File: config.mk
export PLATFORM = sky130hd
export DESIGN_NAME = instruction_prefetch_buffer
export DESIGN_NICKNAME = d
export VERILOG_FILES = /design/src/rtl/instruction_prefetch_buffer.sv
export SDC_FILE = /design/constraint.sdc
export NUM_CORES = 1
export LEC_CHECK = 0
export ABC_AREA = 0
export BUFFER_PORTS_ARGS = -buffer_cell sky130_fd_sc_hd__buf_2
export CAP_MARGIN = 10
export CORE_ASPECT_RATIO = 0.8
export CORE_MARGIN = 1
export CORE_UTILIZATION = 53
export DETAILED_ROUTE_END_ITERATION = 10
export PLACE_DENSITY = 0.75
export SETUP_SLACK_MARGIN = 0.05
export SYNTH_ARGS = -nofsm -noshare
export SYNTH_HDL_FRONTEND = slang
export SYNTH_SLANG_ARGS = --single-unit
export TNS_END_PERCENT = 50
File: constraint.sdc
create_clock -name clock -period 3.6 [get_ports clock]
set_input_delay 0.72 -clock clock [delete_from_list [all_inputs] [get_ports clock]]
set_output_delay 0.72 -clock clock [all_outputs]
set_load 0.03 [all_outputs]
File: src/rtl/instruction_prefetch_buffer.sv
// Circular FIFO between the fetch and decode stages. The fetch PC is held while the
// buffer is full. A taken jump (flush) empties the buffer in a single cycle.
module instruction_prefetch_buffer #(
    parameter int DEPTH = 4,
    parameter int IW    = 32
) (
    input  logic                     clock,
    input  logic                     reset,
    input  logic [19:0]              fetchAddress,
    input  logic [IW-1:0]            fetchInstr,
    input  logic                     fetchValid,
    input  logic                     flush,
    output logic                     stall,
    input  logic                     decodeReady,
    output logic                     decodeValid,
    output logic [19:0]              decodeAddress,
    output logic [IW-1:0]            decodeInstr,
    output logic [$clog2(DEPTH):0]   count
);

    localparam int PW = $clog2(DEPTH);
    localparam int CW = PW + 1;
    localparam int EW = 20 + IW;

    // The initialisers give a defined empty state before the first reset.
    logic [PW-1:0] rd_ptr = '0;
    logic [PW-1:0] wr_ptr = '0;
    logic [CW-1:0] occ    = '0;

    logic [EW-1:0] mem [DEPTH];

    logic full;
    logic empty;
    logic push;
    logic pop;
    logic [EW-1:0] head;

    // full/empty come from registered occupancy only, so stall has no input path.
    assign full  = (occ == CW'(DEPTH));
    assign empty = (occ == '0);
    assign stall = full;

    assign push = fetchValid & ~full & ~flush & ~reset;

    assign decodeValid = ~empty & ~flush;
    assign pop         = decodeValid & decodeReady & ~reset;

    assign head          = mem[rd_ptr];
    assign decodeAddress = head[EW-1:IW];
    assign decodeInstr   = head[IW-1:0];
    assign count         = occ;

    always_ff @(posedge clock) begin
        if (reset) begin
            rd_ptr <= '0;
            wr_ptr <= '0;
            occ    <= '0;
        end else if (flush) begin
            rd_ptr <= '0;
            wr_ptr <= '0;
            occ    <= '0;
        end else begin
            if (push) begin
                wr_ptr <= wr_ptr + 1'b1;
            end
            if (pop) begin
                rd_ptr <= rd_ptr + 1'b1;
            end
            occ <= occ + CW'(push) - CW'(pop);
        end
    end

    // Storage is data only; it is never reset and is written only on an accepted push.
    always_ff @(posedge clock) begin
        if (push) begin
            mem[wr_ptr] <= {fetchAddress, fetchInstr};
        end
    end

endmodule

==> results of run 1 <==
[per-layer routing]
| layer | up-vias | GRT usage, % |
|---|---|---|
| li1 | 1636 | - |
| met1 | 1858 | 26.71 |
| met2 | 135 | 28.51 |
| met3 | 21 | 5.161 |
| met4 | 0 | 3.852 |
| met5 | - | 0 |
[how the worst max path moves through the flow]
stage / from / slack, ps / end
after floorplan: reset / 830 / mem[0][0]$_DFFE_PP_
after global placement: reset / 900 / count[2]$_SDFF_PP0_
after CTS: flop / 570 / decodeAddress[17]
final: flop / 610 / decodeAddress[17]
after global routing: flop / 480 / decodeAddress[17]
after detailed placement: reset / 810 / count[2]$_SDFF_PP0_
[state kept, by name (all words and copies together) (netlist names), named ones only]
register	count
mem	208
rd_ptr	2
wr_ptr	2
count	3
[worst register-to-register path: cells and delay by family, from the launching register on]
family | cells | cell delay (ps)
xor gates and xnor gates | 2 | 350
adders and majority gates | 3 | 680
buffers and inverters | 2 | 90
DFF | 1 | 430
and+or+nand+nor | 3 | 700
[power groups by stage]
stage          logic, mW  clock network, mW  registers, mW
2_1_floorplan     0.0842                  0           2.85
3_5_place_dp       0.172                  0           2.85
4_1_cts            0.172               2.23           2.80
3_3_place_gp       0.165                  0           2.85
6_report           0.170               2.19           2.80
5_1_grt            0.184               2.32           2.80
[per-stage QoR]
step | cells | util [%] | power (mW) | hold WS, ps | instance area [um^2]
after floorplan | 324 | - | 2.937 | 482.4 | 7996
after global placement | 615 | 60.94 | 3.016 | 509.6 | 8832
after detailed placement | 615 | 60.94 | 3.025 | 526.0 | 8832
after CTS | 655 | 65.74 | 5.205 | 420.3 | 9528
after global routing | 655 | 65.74 | 5.302 | 429.6 | 9528
final | 658 | 65.79 | 5.157 | 442.6 | 9535
[layout make-up]
cell class              instances  area (um^2)
multi-input cells              87         1455
clock buffers                  32        609.3
repair buffers                119        685.7
fillers                       932         4957
well taps                     184        230.2
clock inverters                 8        86.33
flip-flops and latches        217         6431
diodes                          3        7.507
inverters                       8        30.03
[cell usage in the layout, fill, tap and decap left out, types with 2 or more instances in the layout]
cell,instances
xor2_1,2
bufinv_16,2
edfxtp_1,208
ha_1,6
and2_1,2
clkbuf_1,9
buf_12,6
nand3_1,2
clkinv_1,3
inv_1,8
diode_2,3
and2_2,4
nor3_1,6
mux4_2,52
clkinv_2,3
a21boi_1,2
xnor2_1,2
buf_2,113
clkbuf_16,23
dfxtp_1,7
nor2_1,2
[kinds of logic after synthesis]
group / synth area share (%)
compound gates: 0.5162
simple gates: 1.346
flops: 80.36
buf+inv: 1.502
xor+xnor: 0.4382
fa+ha+maj: 1.189
mux: 14.65
==> flow_metrics.env, run 1 <==
export IMPL_status="completed"
export IMPL_drt_met1_wl_mm=6.107
export IMPL_cp_arrival_ps=2270
export IMPL_finalClockSkew_ps=10.79
export IMPL_switching_share_pct=19.14
export IMPL_die_h_um=111.9
export IMPL_max_slew_margin_pct=57.47
export IMPL_yosys_warnings=0
export IMPL_critPathKind="flop to output pin"
export IMPL_crit_cells=3
export IMPL_yosysTopAreaCell="edfxtp_1"
export IMPL_path_cells="buf_12, mux4_2, buf_2"
export IMPL_cts_sinks=217
export IMPL_clock_latency_ps=490
export IMPL_vias=3650
export IMPL_min_path_type="input port to flop"
export IMPL_hold_depth=1
export IMPL_clkTransAtPathRegs_ps=60
export IMPL_hold_viol_final=0
export IMPL_irDropWorstVdd_uv=409.8
export IMPL_pre_cts_slack_ps=808.5
export IMPL_synth_edff_count=208
export IMPL_ys_types=22
export IMPL_drive_gt1_share_pct=43.95
export IMPL_internal_power_mw=4.170
export IMPL_rsz0062_at_grt="no"
export IMPL_drc=0
export IMPL_max_freq_mhz=334.1
export IMPL_rows=39
export IMPL_grt_first_pass_wirelength_mm=21.56
export IMPL_p_comb_share_pct=3.3
export IMPL_dp_hpwl_mm=8.274
export IMPL_endpoint_kind="output pin"
export IMPL_drv_cap=0
export IMPL_reg2reg_from="count[2]$_SDFF_PP0_"
export IMPL_die_area_um2=15590
export IMPL_worst_path_max_delay_cell="dfxtp_4"
export IMPL_grt_pass1_vias=3913
export IMPL_clockRootBuffer="clkbuf_16"
export IMPL_p_sw_mw=0.9868
export IMPL_wl_met3_mm=1.003
export IMPL_syn_num_nets=388
export IMPL_synth_top_area_share_pct=78.11
export IMPL_initial_utilization_pct=55.18
export IMPL_cp_top_family="flip-flops"
export IMPL_ys_seq_elements=217
export IMPL_crit_buf_inv=2
export IMPL_cts_buffers=22
export IMPL_start_kind="flop"
export IMPL_postCtsHoldBufs=0
export IMPL_core_area_um2=14490
export IMPL_cts_setup_buffers=0
export IMPL_grt_max_degree=53
export IMPL_ys_seq_area_share_pct=80.36
export IMPL_boundaryPins=114
export IMPL_finalSetupViolCount=0
export IMPL_die_w_um=139.3
export IMPL_hold_path_endpoint="mem[1][11]$_DFFE_PP_"
export IMPL_htreeDepth=1
export IMPL_clockBufferDepth=3
export IMPL_r2r_end="count[2]$_SDFF_PP0_"
export IMPL_ant_nets=0
export IMPL_route_met2_wl_mm=6.406
export IMPL_post_synth_cell_area_avg_um2=24.68
export IMPL_timing_final_crit_share_pct=83.14
export IMPL_synth_top_cells_by_area="edfxtp_1 (78%), mux4_2 (15%), dfxtp_1 (2.3%)"
export IMPL_fin_nets=519
export IMPL_hold_start="fetchInstr[11]"
export IMPL_syn_area_um2=7996
export IMPL_top_layer_used="met4"
export IMPL_synth_most_common_cell="edfxtp_1"
export IMPL_vias_per_cell=5.547
export IMPL_ys_flop_type="edfxtp_1"
export IMPL_seqPwrFrac_pct=54.3
export IMPL_tightestPinTransition_ps=638.0
export IMPL_p_leak_nw=3.198
export IMPL_cts_tree="yes"
export IMPL_max_stage_delay_ps=600
export IMPL_synth_common_cells="edfxtp_1 (208), mux4_2 (52), dfxtp_1 (9)"
export IMPL_area_delta_synth_final_pct=19.25
export IMPL_pwr_share_clk_pct=42.4
export IMPL_ctsResizeCount=0
export IMPL_drtIter0Drc=248
export IMPL_path_max_fanout=33
export IMPL_tns_ps=0
export IMPL_routabilityCongestion=0.7087
export IMPL_period_minus_slack_ps=2993
export IMPL_antenna_found_initial=1
export IMPL_slew_viol_final=0
export IMPL_required_ps=2880
export IMPL_io_buffers=113
export IMPL_async_flop_share_pct=0
export IMPL_reg2regPathDepth=10
export IMPL_wirelength_mm=13.79
export IMPL_r2r_slack_ps=1250
export IMPL_wire_per_inst_um=20.95
export IMPL_syn_instance_count=324
export IMPL_gr_total_overflow=0
export IMPL_power_density_nw_per_um2=540.8
export IMPL_setup_ws_ps=607.1
export IMPL_grt_usage_pct=18.44
export IMPL_drtPass1Iterations=4
(Power assumes the default switching activity.)
==> inputs of run 2 (changes only) <==
--- a/config.mk
+++ b/config.mk
@@ -10,7 +10,7 @@
 export CAP_MARGIN = 10
 export CORE_ASPECT_RATIO = 0.8
 export CORE_MARGIN = 1
-export CORE_UTILIZATION = 53
+export CORE_UTILIZATION = 51
 export DETAILED_ROUTE_END_ITERATION = 10
 export PLACE_DENSITY = 0.75
 export SETUP_SLACK_MARGIN = 0.05
==> constraint.sdc (replaced) <==
create_clock -name clock -period 2.45 [get_ports clock]
set_input_delay 0.49 -clock clock [delete_from_list [all_inputs] [get_ports clock]]
set_output_delay 0.49 -clock clock [all_outputs]
set_load 0.03 [all_outputs]
==> run 2 against run 1 <==
Setup slack got worse by 520 ps. Core utilization shrank 2.1 points. Sequential share of layout area decreased by 0.80 points. Register-to-register slack worse by 1100 ps. Final area increased by 1.3%. Cell count grew 5.0%. Non-clock buffer count grew 11. Largest power group unchanged.
==> flow_metrics.env, run 2 (synthesis results as in run 1) <==
export IMPL_timing_final_crit_share_pct=96.45
export IMPL_grt_pass1_vias=3920
export IMPL_crit_buf_inv=2
export IMPL_rsz0062_at_grt="yes"
export IMPL_cts_buffers=21
export IMPL_grt_usage_pct=17.63
export IMPL_routabilityCongestion=0.7750
export IMPL_drive_gt1_share_pct=46.56
export IMPL_cts_sinks=217
export IMPL_period_minus_slack_ps=2363
export IMPL_largest_reg_flops=208
export IMPL_status="completed"
export IMPL_ant_nets=0
export IMPL_die_area_um2=16190
export IMPL_area_delta_synth_final_pct=20.76
export IMPL_cp_arrival_ps=1870
export IMPL_r2r_end="count[2]$_SDFF_PP0_"
export IMPL_vias=3670
export IMPL_clock_latency_ps=480
export IMPL_irDropWorstVdd_uv=456.0
export IMPL_drv_cap=0
export IMPL_reg2regPathDepth=10
export IMPL_die_h_um=114.0
export IMPL_finalSetupViolCount=0
export IMPL_final_cell_mix="edfxtp_1 (208), buf_2 (113), mux4_2 (52)"
export IMPL_hold_path_endpoint="mem[3][20]$_DFFE_PP_"
export IMPL_drtPass1Iterations=4
export IMPL_clockBufferDepth=3
export IMPL_hold_viol_final=0
export IMPL_vias_per_cell=5.311
export IMPL_initial_utilization_pct=52.73
export IMPL_drc=0
export IMPL_clkTransAtPathRegs_ps=60
export IMPL_cts_tree="yes"
export IMPL_path_max_fanout=14
export IMPL_grt_first_pass_wirelength_mm=21.22
export IMPL_finalClockSkew_ps=9.289
export IMPL_slew_viol_final=0
export IMPL_htreeDepth=1
export IMPL_grt_max_degree=36
export IMPL_cp_top_family="multiplexers"
export IMPL_nFillCells=1059
export IMPL_critPathKind="flop to output pin"
export IMPL_gr_total_overflow=0
export IMPL_max_slew_margin_pct=69.49
export IMPL_hold_start="fetchInstr[20]"
export IMPL_power_density_nw_per_um2=759.6
export IMPL_r2r_slack_ps=140
export IMPL_max_stage_delay_ps=530
export IMPL_required_ps=1960
export IMPL_reg2reg_from="count[2]$_SDFF_PP0_"
export IMPL_postLayoutCellArea_um2=9657
export IMPL_die_w_um=142.0
export IMPL_path_cells="buf_16, mux4_2, buf_2"
export IMPL_rows=40
export IMPL_final_common_cell="edfxtp_1"
export IMPL_max_freq_mhz=423.2
export IMPL_start_kind="flop"
export IMPL_antenna_found_initial=2
export IMPL_place_area_um2=8917
export IMPL_wire_per_inst_um=19.85
export IMPL_postCtsHoldBufs=0
export IMPL_dp_hpwl_mm=8.301
export IMPL_min_path_type="input port to flop"
export IMPL_clockRootBuffer="clkbuf_16"
export IMPL_io_buffers=113
export IMPL_core_area_um2=15160
export IMPL_drtIter0Drc=195
export IMPL_fin_nets=529
export IMPL_endpoint_kind="output pin"
export IMPL_hold_depth=1
export IMPL_p_leak_nw=3.260
export IMPL_worst_path_max_delay_cell="mux4_2"
export IMPL_tightestPinTransition_ps=457.6
export IMPL_wirelength_mm=13.72
export IMPL_largest_register="mem"
export IMPL_boundaryPins=114
export IMPL_tns_ps=0
[run 2: through the flow]
| step | setup WS [ps] | total power, mW | std cells | hold WS, ps | util (%) |
|---|---|---|---|---|---|
| after floorplan | -209.3 | 4.316 | 324 | 482.4 | - |
| after global placement | 116.7 | 4.430 | 648 | 500.9 | 58.80 |
| after detailed placement | -33.10 | 4.444 | 648 | 513.6 | 58.80 |
| after CTS | 30.21 | 7.412 | 687 | 205.7 | 63.29 |
| after global routing | 16.58 | 7.565 | 690 | 202.0 | 63.66 |
| final | 87.03 | 7.335 | 691 | 221.8 | 63.68 |
[run 2: how the worst max path moves through the flow]
stage,start,endpoint,slack [ps],cells after the start
6_report,flop,decodeInstr[19],90,3
5_1_grt,flop,decodeInstr[7],20,3
4_1_cts,flop,decodeInstr[1],30,3
3_5_place_dp,reset,count[2]$_SDFF_PP0_,-30,11
3_3_place_gp,reset,count[2]$_SDFF_PP0_,120,11
2_1_floorplan,count[1]$_SDFF_PP0_,mem[1][0]$_DFFE_PP_,-210,3
[run 2: metal layers]
layer	global-route usage, %	part of all wire [%]
met4	3.799	1.5
met1	24.66	45
met5	0	0
met2	28.24	47
met3	4.660	6.5
[run 2: final cells by class]
type / count / area (um^2) / share of cell area [%]
flip-flops and latches: 217 / 6436 / 66.65
multi-input cells: 87 / 1468 / 15.20
clock inverters: 10 / 70.07 / 0.7256
clock buffers: 27 / 568.0 / 5.882
inverters: 8 / 30.03 / 0.3110
repair buffers: 130 / 817.0 / 8.461
well taps: 210 / 262.8 / 2.721
diodes: 2 / 5.005 / 0.05183
[run 2: timing repair]
action                     CTS  global route
gates cloned                 1             1
gates resized for setup      2             6
buffers inserted             1             1
setup endpoints to repair   45            26
[run 2: report_power, final]
part | switching [mW] | internal [mW] | total, mW
sequential | 0.0104 | 4.10 | 4.11
combinational | 0.158 | 0.0951 | 0.253
clock | 1.24 | 1.73 | 2.97
total | 1.40 | 5.93 | 7.34
==> inputs of run 3 (changes only) <==
--- a/config.mk
+++ b/config.mk
@@ -13,6 +13,7 @@
 export CORE_UTILIZATION = 51
 export DETAILED_ROUTE_END_ITERATION = 10
 export PLACE_DENSITY = 0.75
+export REMOVE_ABC_BUFFERS = 1
 export SETUP_SLACK_MARGIN = 0.05
 export SYNTH_ARGS = -nofsm -noshare
 export SYNTH_HDL_FRONTEND = slang
==> run 3 against run 2 <==
Clock skew shrank 2.2 ps. Clock-buffer cell count decreased by 2. Die area did not move. Combinational power is essentially flat. Power rose by 1.8%. Register-to-register slack gained 50 ps. Setup slack improved by 2.3 ps. Final area is 0.53% lower. Maximum frequency barely moved. Via count grew 2.6%. Clock power up 4%. Critical endpoint is now decodeAddress[16]. Highest routed layer unchanged.
==> flow_metrics.env, run 3 (synthesis results as in run 1) <==
export IMPL_hold_viol_final=0
export IMPL_max_slew_margin_pct=67.72
export IMPL_start_kind="flop"
export IMPL_p_sw_mw=1.480
export IMPL_final_util_pct=63.34
export IMPL_r2r_slack_ps=190
export IMPL_period_minus_slack_ps=2361
export IMPL_routabilityCongestion=0.7636
export IMPL_drc=0
export IMPL_power_density_nw_per_um2=777.5
export IMPL_tightestPinTransition_ps=484.2
export IMPL_critPathKind="flop to output pin"
export IMPL_core_area_um2=15160
export IMPL_htreeDepth=1
export IMPL_vias_per_cell=5.472
export IMPL_final_cell_mix="edfxtp_1 (208), buf_2 (113), mux4_2 (52)"
export IMPL_largest_register="mem"
export IMPL_grt_first_pass_wirelength_mm=21.99
export IMPL_endpoint_kind="output pin"
export IMPL_postCtsHoldBufs=0
export IMPL_switching_share_pct=19.82
export IMPL_area_delta_synth_final_pct=20.12
export IMPL_seqPwrFrac_pct=55.0
export IMPL_io_buffers=113
export IMPL_final_common_cell="edfxtp_1"
export IMPL_gr_total_overflow=0
export IMPL_boundaryPins=114
export IMPL_slew_viol_final=0
export IMPL_rows=40
export IMPL_grt_pass1_vias=3981
export IMPL_p_total_mw=7.468
export IMPL_max_freq_mhz=423.6
export IMPL_largest_reg_flops=208
export IMPL_grt_max_degree=32
export IMPL_internal_power_mw=5.988
export IMPL_clockBufferDepth=3
export IMPL_irDropWorstVdd_uv=611.7
export IMPL_antenna_found_initial=0
export IMPL_timing_final_crit_share_pct=96.36
export IMPL_status="completed"
export IMPL_cts_buffers=21
export IMPL_dp_hpwl_mm=8.451
export IMPL_critPathCapture="decodeAddress[16]"
export IMPL_p_comb_share_pct=3.4
export IMPL_clkTransAtPathRegs_ps=70
export IMPL_die_h_um=114.0
export IMPL_drtIter0Drc=242
export IMPL_die_w_um=142.0
export IMPL_grt_usage_pct=18.05
export IMPL_drv_cap=0
export IMPL_p_leak_nw=3.238
export IMPL_pwr_share_clk_pct=41.6
export IMPL_cts_sinks=217
export IMPL_clock_latency_ps=490
export IMPL_cts_setup_buffers=0
export IMPL_min_path_type="input port to flop"
export IMPL_ant_nets=0
export IMPL_die_area_um2=16190
export IMPL_finalClockSkew_ps=7.066
export IMPL_wire_per_inst_um=20.56
export IMPL_drtPass1Iterations=4
export IMPL_fin_nets=527
export IMPL_rsz0062_at_grt="yes"
export IMPL_hold_depth=1
export IMPL_reg2regPathDepth=10
export IMPL_finalSetupViolCount=0
export IMPL_wirelength_mm=14.15
export IMPL_path_max_fanout=15
export IMPL_num_antenna_cells=0
export IMPL_cts_tree="yes"
export IMPL_required_ps=1960
export IMPL_r2r_end="count[2]$_SDFF_PP0_"
export IMPL_reg2reg_from="count[2]$_SDFF_PP0_"
export IMPL_initial_utilization_pct=52.73
export IMPL_vias=3765
export IMPL_clockRootBuffer="clkbuf_16"
export IMPL_cp_arrival_ps=1870
export IMPL_drive_gt1_share_pct=46.86
[run 3: cell types whose count changed in the layout (fill, tap and decap cells not counted), moves of 2 or more]
| cell | before | now |
|---|---|---|
| diode_2 | 2 | 0 |
| buf_4 | 8 | 11 |
| clkinvlp_4 | 0 | 2 |
| clkbuf_8 | 2 | 0 |
| buf_12 | 5 | 1 |
[run 3: layout make-up]
class | count | area (um^2)
multi-input combinational | 87 | 1470
inverter | 8 | 30.03
clock inverter | 13 | 120.1
tap | 210 | 262.8
clock buffer | 25 | 540.5
fill | 1038 | 5559
timing repair buffer | 128 | 745.7
sequential | 217 | 6436
[run 3: worst min-delay path by stage]
| stage | from | end |
|---|---|---|
| after global placement | wr_ptr[0]$_SDFFE_PP0P_ | wr_ptr[0]$_SDFFE_PP0P_ |
| after detailed placement | wr_ptr[0]$_SDFFE_PP0P_ | wr_ptr[0]$_SDFFE_PP0P_ |
| after floorplan | wr_ptr[0]$_SDFFE_PP0P_ | wr_ptr[0]$_SDFFE_PP0P_ |
| final | fetchInstr[8] | mem[3][8]$_DFFE_PP_ |
| after CTS | fetchInstr[23] | mem[1][23]$_DFFE_PP_ |
| after global routing | fetchInstr[4] | mem[1][4]$_DFFE_PP_ |
[run 3: per-stage QoR]
| stage | hold WS, ps | area [um^2] | setup TNS, ps | cells | setup WS, ps |
|---|---|---|---|---|---|
| 2_1_floorplan | 482.4 | 7906 | -98070 | 312 | -1048 |
| 3_3_place_gp | 503.7 | 8867 | 0 | 648 | 108.6 |
| 3_5_place_dp | 526.0 | 8867 | -2.930 | 648 | -2.930 |
| 4_1_cts | 195.0 | 9535 | 0 | 686 | 22.63 |
| 5_1_grt | 192.9 | 9605 | 0 | 688 | 11.05 |
| 6_report | 206.2 | 9605 | 0 | 688 | 89.30 |
[run 3: metal layers]
metal	share of wire [%]	up-vias	GRT usage, %
met5	0	-	0
met4	1.8	0	4.516
met3	6.9	23	4.618
met2	49	119	29.58
met1	43	1972	24.49
li1	-	1651	-
[run 3: repair_timing]
item | CTS | global route
setup endpoints to repair | 10 | 34
cloned | 0 | 2
resized for setup | 1 | 6
[run 3: power groups by stage]
stage	clock, mW	combinational (mW)	sequential [mW]
3_5_place_dp	0	0.254	4.19
6_report	3.10	0.254	4.11
5_1_grt	3.33	0.275	4.11
3_3_place_gp	0	0.243	4.19
2_1_floorplan	0	0.119	4.20
4_1_cts	3.17	0.255	4.11
[run 3: critical path, cell delays in order, from the launching register on]
cell and delay (ps):
dfxtp_4 430, buf_16 190, mux4_2 540, buf_2 200
